File: config.mk
export PLATFORM = sky130hd
export DESIGN_NAME = fpu_share_arbiter
export DESIGN_NICKNAME = d
export VERILOG_FILES = /design/src/rtl/fpu_share_arbiter.sv
export SDC_FILE = /design/constraint.sdc
export NUM_CORES = 1
export LEC_CHECK = 0
export CAP_MARGIN = 25
export CORE_AREA = 8 8 181 183
export DETAILED_ROUTE_END_ITERATION = 7
export DIE_AREA = 0 0 189 191
export GPL_TIMING_DRIVEN = 0
export PLACE_DENSITY = 0.55
export SLEW_MARGIN = 20
export SYNTH_ARGS = -nofsm -noshare
export SYNTH_HDL_FRONTEND = slang
export SYNTH_SLANG_ARGS = --single-unit
export TNS_END_PERCENT = 50
File: constraint.sdc
create_clock -name clk -period 4.4 [get_ports clk]
set_clock_uncertainty 0.05 [all_clocks]
set_input_delay 0.66 -clock clk [delete_from_list [all_inputs] [get_ports clk]]
set_output_delay 0.66 -clock clk [all_outputs]
set_load 0.01 [all_outputs]
File: src/rtl/fpu_share_arbiter.sv
// -----------------------------------------------------------------------------
// fpu_share_arbiter
//
// Shares one FPU datapath between NUM_REQS issue requesters. Grants are
// round-robin, but a multi-packet instruction (sop..eop) stays contiguous
// because the arbiter locks onto its requester until eop is accepted. Each
// accepted request takes a tag from a free pool. The owner of each tag is
// recorded so that out-of-order FPU responses go back to the right requester.
// A per-requester count limits how many requests each one may have in flight.
//
// Ports
//   clk, reset_n                      clock / asynchronous active-low reset
//   req_valid/req_eop/req_data        per-requester request inputs
//   req_ready                         per-requester accept (valid&ready = taken)
//   fpu_req_valid/data/tag, ready     request channel to the shared FPU
//   fpu_rsp_valid/data/tag, ready     response channel from the shared FPU
//   rsp_valid/rsp_data, rsp_ready     routed responses (rsp_data is shared)
//   inflight                          number of tags currently allocated
// -----------------------------------------------------------------------------
module fpu_share_arbiter #(
    parameter int NUM_REQS  = 4,
    parameter int REQ_DATAW = 64,
    parameter int RSP_DATAW = 64,
    parameter int TAG_WIDTH = 3,
    parameter int QUOTA     = 4
) (
    input  logic                          clk,
    input  logic                          reset_n,
    input  logic [NUM_REQS-1:0]           req_valid,
    input  logic [NUM_REQS-1:0]           req_eop,
    input  logic [NUM_REQS*REQ_DATAW-1:0] req_data,
    output logic [NUM_REQS-1:0]           req_ready,
    output logic                          fpu_req_valid,
    output logic [REQ_DATAW-1:0]          fpu_req_data,
    output logic [TAG_WIDTH-1:0]          fpu_req_tag,
    input  logic                          fpu_req_ready,
    input  logic                          fpu_rsp_valid,
    input  logic [RSP_DATAW-1:0]          fpu_rsp_data,
    input  logic [TAG_WIDTH-1:0]          fpu_rsp_tag,
    output logic                          fpu_rsp_ready,
    output logic [NUM_REQS-1:0]           rsp_valid,
    output logic [RSP_DATAW-1:0]          rsp_data,
    input  logic [NUM_REQS-1:0]           rsp_ready,
    output logic [TAG_WIDTH:0]            inflight
);

    localparam int NUM_TAGS = 1 << TAG_WIDTH;
    localparam int IDX_W    = (NUM_REQS > 1) ? $clog2(NUM_REQS) : 1;
    localparam int CNT_W    = $clog2(QUOTA + 1);

    typedef enum logic {ST_IDLE, ST_LOCKED} state_t;

    state_t              state_reg;
    logic [IDX_W-1:0]    lock_id_reg;
    logic [IDX_W-1:0]    rr_ptr_reg;
    logic [NUM_TAGS-1:0] free_mask_reg;
    logic [IDX_W-1:0]    owner_reg [NUM_TAGS];
    logic [CNT_W-1:0]    cnt_reg   [NUM_REQS];

    logic                pool_avail;
    logic [NUM_REQS-1:0] elig;
    logic                gnt_found;
    logic [IDX_W-1:0]    gnt_idx;
    logic [TAG_WIDTH-1:0] alloc_tag;
    logic                req_fire;
    logic [IDX_W-1:0]    rsp_owner;
    logic                rsp_alloc;
    logic                rsp_fire;
    logic [IDX_W-1:0]    next_ptr;
    int                  pick_idx;

    assign pool_avail = |free_mask_reg;

    for (genvar gi = 0; gi < NUM_REQS; gi++) begin : g_elig
        assign elig[gi] = req_valid[gi] & (cnt_reg[gi] < CNT_W'(QUOTA)) & pool_avail;
    end

    // Arbitration: locked requester only, otherwise first eligible from
    // rr_ptr upward. Scanning k downward lets the smallest offset win.
    always_comb begin
        gnt_found = 1'b0;
        gnt_idx   = '0;
        pick_idx  = 0;
        if (state_reg == ST_LOCKED) begin
            gnt_found = elig[lock_id_reg];
            gnt_idx   = lock_id_reg;
        end else begin
            for (int k = NUM_REQS - 1; k >= 0; k--) begin
                pick_idx = int'(rr_ptr_reg) + k;
                if (pick_idx >= NUM_REQS) pick_idx = pick_idx - NUM_REQS;
                if (elig[IDX_W'(pick_idx)]) begin
                    gnt_found = 1'b1;
                    gnt_idx   = IDX_W'(pick_idx);
                end
            end
        end
    end

    // Lowest free tag from the registered pool.
    always_comb begin
        alloc_tag = '0;
        for (int t = NUM_TAGS - 1; t >= 0; t--) begin
            if (free_mask_reg[t]) alloc_tag = TAG_WIDTH'(t);
        end
    end

    assign fpu_req_valid = reset_n & gnt_found;
    assign fpu_req_data  = req_data[gnt_idx*REQ_DATAW +: REQ_DATAW];
    assign fpu_req_tag   = alloc_tag;
    assign req_fire      = fpu_req_valid & fpu_req_ready;

    for (genvar gi = 0; gi < NUM_REQS; gi++) begin : g_ready
        assign req_ready[gi] = req_fire & (gnt_idx == IDX_W'(gi));
    end

    // Response routing. A tag that is still marked free has no owner, so
    // the response is swallowed instead of being delivered to anyone.
    assign rsp_owner     = owner_reg[fpu_rsp_tag];
    assign rsp_alloc     = ~free_mask_reg[fpu_rsp_tag];
    assign fpu_rsp_ready = reset_n & (rsp_alloc ? rsp_ready[rsp_owner] : 1'b1);
    assign rsp_fire      = fpu_rsp_valid & fpu_rsp_ready & rsp_alloc;
    assign rsp_data      = fpu_rsp_data;

    for (genvar gi = 0; gi < NUM_REQS; gi++) begin : g_rsp
        assign rsp_valid[gi] = reset_n & fpu_rsp_valid & rsp_alloc &
                               (rsp_owner == IDX_W'(gi));
    end

    always_comb begin
        inflight = '0;
        for (int t = 0; t < NUM_TAGS; t++) begin
            inflight = inflight + (TAG_WIDTH + 1)'(!free_mask_reg[t]);
        end
    end

    assign next_ptr = (gnt_idx == IDX_W'(NUM_REQS - 1)) ? '0 : gnt_idx + 1'b1;

    always_ff @(posedge clk or negedge reset_n) begin
        if (!reset_n) begin
            state_reg     <= ST_IDLE;
            lock_id_reg   <= '0;
            rr_ptr_reg    <= '0;
            free_mask_reg <= '1;
            for (int t = 0; t < NUM_TAGS; t++) owner_reg[t] <= '0;
            for (int i = 0; i < NUM_REQS; i++) cnt_reg[i] <= '0;
        end else begin
            // Alloc and free never hit the same tag: alloc takes a free
            // tag, a response can only free an allocated one.
            free_mask_reg <= (free_mask_reg & ~(req_fire ? (NUM_TAGS'(1) << alloc_tag) : '0))
                           | (rsp_fire ? (NUM_TAGS'(1) << fpu_rsp_tag) : '0);
            if (req_fire) begin
                owner_reg[alloc_tag] <= gnt_idx;
                if (req_eop[gnt_idx]) begin
                    state_reg  <= ST_IDLE;
                    rr_ptr_reg <= next_ptr;
                end else begin
                    state_reg   <= ST_LOCKED;
                    lock_id_reg <= gnt_idx;
                end
            end
            for (int i = 0; i < NUM_REQS; i++) begin
                case ({req_fire && (gnt_idx == IDX_W'(i)), rsp_fire && (rsp_owner == IDX_W'(i))})
                    2'b10:   cnt_reg[i] <= cnt_reg[i] + 1'b1;
                    2'b01:   cnt_reg[i] <= cnt_reg[i] - 1'b1;
                    default: cnt_reg[i] <= cnt_reg[i];
                endcase
            end
        end
    end

    a_rsp_tag_alloc: assert property (@(posedge clk) disable iff (!reset_n)
        fpu_rsp_valid |-> rsp_alloc);
    a_cnt_underflow: assert property (@(posedge clk) disable iff (!reset_n)
        rsp_fire |-> (cnt_reg[rsp_owner] != '0));
    for (genvar gi = 0; gi < NUM_REQS; gi++) begin : g_cnt_chk
        a_cnt_quota: assert property (@(posedge clk) disable iff (!reset_n)
            cnt_reg[gi] <= CNT_W'(QUOTA));
    end

endmodule

==> results.md <==
* Result of the run: finished, final reports clean
* Final period utilization at between 90% and 100%
* Via count of the first global-routing pass at around 7300
* Instance count after placement with tap cells included at approximately 1600
* Die ar. at approximately 36000 µm²
* Distinct cells, synth at 60
* Min setup slack post-route at between 0.09 and 0.1 ns
* Number of buffers inserted by port buffering at 418
* Horizontal extent of the die at roughly 190 µm
* Arrival time of the worst setup path at between 3 and 4 ns
* RSZ-0062 raised after global routing: true
* Power density of the placed cells at around 700 nW/µm²
* Grt total ovfl at 0
* Final std cells w/o fill at 1576
* Internal power at about 0.0036 W
* Seq cells post-synth at 41
* Final-report setup violation count at 0
* Type of the tightest min-delay check: primary input to async pin
* Footprint of the multi-input gates at roughly 3400 µm²
* Largest area contributor in the netlist: sky130_fd_sc_hd__nand2_1
* Flip-flop count of the largest register, all copies and words added at 16
* Most numerous cell in the Yosys netlist: sky130_fd_sc_hd__nand2_1
* Overall power of the completed layout at 0.00713 W
* Syn_area_per_cell at around 6.9 µm²
* Portion of total power attributed to the clock network at between 5 and 6%
* Placed wire-length estimate at between 20 and 30 mm
* Overall track demand over capacity in global routing at around 18%
* Core region area at around 30000 µm²
* Drt first pass iters at 4
* Switching part of the total at between 50% and 60%
* Worst hold margin at 0.221 ns
* Maximum number of pins on one net before global-route repair at 33
* Clk Latency, worst-skew pair at 0.29 ns
* Static Leakage at about 4.9 nW
* Via density per instance at roughly 4.4
* Warnings, synthesis at 0
* Worst voltage drop across the vdd grid at a little under 0.0004 V
* Portion of total power attributed to sequential cells at around a tenth
* Wire length of the first global-routing pass at 48.6 mm
* Final #Nets at 1533
* Clock Sink Count at about 40
* Routed len/inst at ~22 µm
* Layout cell share with drive strength beyond 1 at approximately 14%
* Post-synth top cells: sky130_fd_sc_hd__nand2_1, sky130_fd_sc_hd__and3_1, sky130_fd_sc_hd__a31oi_1, sky130_fd_sc_hd__buf_4, sky130_fd_sc_hd__dfrtp_1
* Antenna violations before repair at 5
* Share of the synthesized area in the top cell type at roughly a fifth
* Area of the mapped netlist at ~5200 µm²
* Combinational share of power at a little over four fifths
* Largest fanout on the critical path at 10
* Portion of the post-synthesis area used by sequential elements at roughly a fifth
* Final Hold Fails at 0
* Maxcap violations at 0
* Number of hold-repair buffers added at the cts stage at 0
* Initial Utilization at 17.3%
* TritonCTS clock tree: done
* RePlAce Congestion at roughly 0.90
* # DRC at 0
* Height of the die at between 150 and 200 µm
* Count of routing violations after the opening detailed-route iteration at 347
* Endpoint required time on the critical path at 3.69 ns
* Most area-consuming cells after synthesis: sky130_fd_sc_hd__nand2_1, sky130_fd_sc_hd__dfrtp_1, sky130_fd_sc_hd__buf_4, sky130_fd_sc_hd__and3_1, sky130_fd_sc_hd__a31oi_1
* Start-to-end type of the worst setup path: flip-flop to output port
* Fillers at between 3000 and 4000
* Final antenna-violating net count at 0
* Clock-pin transition on the worst setup and hold timing paths at 0.07 ns
* Post-placement worst setup slack at -0.466 ns
* Area added between synthesis and finish at 98.2%
* Count of mapped cells out of synthesis at 750
* Slew @ Worst Pin at 0.646 ns
* Pins Over Slew Limit at 0
* Via total after detailed routing at between 6000 and 7000
* Number of levels in the clock H-tree at 2
* Shortest clock period the worst path allows after layout at between 4 and 5 ns
* Number of placed I/O pins at roughly 480
* Worst slew margin relative to its limit at 56.6%
* Synth Flop Type: sky130_fd_sc_hd__dfrtp_1
* Cell row count at 64
* Proportion of synthesized flip-flops having asynchronous set or reset at 100%
* Number of flops mapped to enable cells by yosys at 0
* Mapped Nets at roughly 1100
* Number of buffers added by the clock tree synthesis step at 5
* Max Root-Sink Buffers at 2
* Cell at the root of the clock tree: sky130_fd_sc_hd__clkbuf_16
* Net switching power at about 0.0036 W
* Type of element capturing the critical path: output port
* DRT Wirelength at between 30 and 40 mm
* Achievable Freq at around 0.23 GHz
* Area of all sequential standard cells at roughly 1000 µm²
* Launching element type of the critical path: flip-flop
[cell usage in the layout, fill, tap and decap left out, drive strengths merged, types with 6 or more instances in the layout]
master / count
and3: 67
dfstp: 8
nor2: 21
dlymetal6s2s: 42
mux4: 8
nand2: 274
mux2: 20
fa: 8
inv: 33
xor2: 7
nand2b: 7
a31oi: 64
ha: 9
dlygate4sd2: 15
dfrtp: 33
xnor2: 6
clkbuf: 31
clkdlybuf4s50: 360
buf: 90
[power groups by stage]
| stage | Clock [W] | Combinational, W | Sequential, W |
|---|---|---|---|
| after detailed placement | 0 | 0.00620 | 0.000704 |
| after CTS | 0.000385 | 0.00624 | 0.000701 |
| after global routing | 0.000402 | 0.00665 | 0.000734 |
| after global placement | 0 | 0.00618 | 0.000697 |
| final | 0.000375 | 0.00605 | 0.000708 |
| after floorplan | 0 | 0.00307 | 0.000661 |
[final timing paths]
path | start | depth (start not counted) | slack (ns) | endpoint
min in group clk | cnt_reg[2] | 1 | 0.42 | cnt_reg[2]
max in group asynchronous | reset_n | 2 | 3.52 | free_mask_reg[3]
hold reg to reg | cnt_reg[2] | 1 | 0.42 | cnt_reg[2]
setup reg to reg | free_mask_reg[0] | 16 | 0.63 | cnt_reg[2]
hold / removal | reset_n | 1 | 0.22 | owner_reg[3]
setup / recovery | free_mask_reg[0] | 12 | 0.1 | fpu_req_data[3]
[repair_timing]
action	CTS	global route
resized for setup	56	71
setup endpoints to repair	69	57
setup buffers	0	1
pin swaps	1	1
[metal layers]
| metal | global-route usage, % | part of all wire (%) |
|---|---|---|
| met5 | 0 | 0 |
| met4 | 2.32 | 1.6 |
| met3 | 4.65 | 7.6 |
| met2 | 32.8 | 52 |
| met1 | 20.7 | 39 |
[critical path: stages, from the launching register on]
cell and delay (ns):
sky130_fd_sc_hd__dfstp_2 0.57, sky130_fd_sc_hd__inv_1 0.10, sky130_fd_sc_hd__ha_1 0.20, sky130_fd_sc_hd__nor3b_2 0.19, sky130_fd_sc_hd__a221o_1 0.32, sky130_fd_sc_hd__o41a_1 0.32, sky130_fd_sc_hd__buf_4 0.20, sky130_fd_sc_hd__inv_4 0.11
sky130_fd_sc_hd__clkbuf_4 0.23, sky130_fd_sc_hd__nand2_1 0.11, sky130_fd_sc_hd__and3_1 0.19, sky130_fd_sc_hd__a31oi_1 0.15, sky130_fd_sc_hd__clkdlybuf4s50_1 0.60
[metrics by stage]
step	TNS, ns	utilization, %	area (µm²)
after floorplan	0	-	5190
after global placement	-30.66	32.9	9870
after detailed placement	-20.88	32.9	9880
after CTS	-0.0332	33.6	10100
after global routing	-0.241	34.2	10300
final	0	34.2	10300
[cells by family after synthesis]
group / share of synthesized area [%]
simple gates: 34.5
buf+inv: 15.7
compound gates: 13.6
flops: 20.0
mux: 8.81
fa+ha+maj: 5.26
xor+xnor: 2.20
[cell type report]
cell class	count	share of cell area, %
timing repair buffer	420	41.8
clock buffer	5	1.22
multi-input combinational	564	32.8
antenna	2	0.0487
clock inverter	3	0.243
tap	396	4.82
inverter	32	1.19
sequential	41	10.1
buffer	113	7.84
No activity file was read; power rests on OpenSTA's default activity.
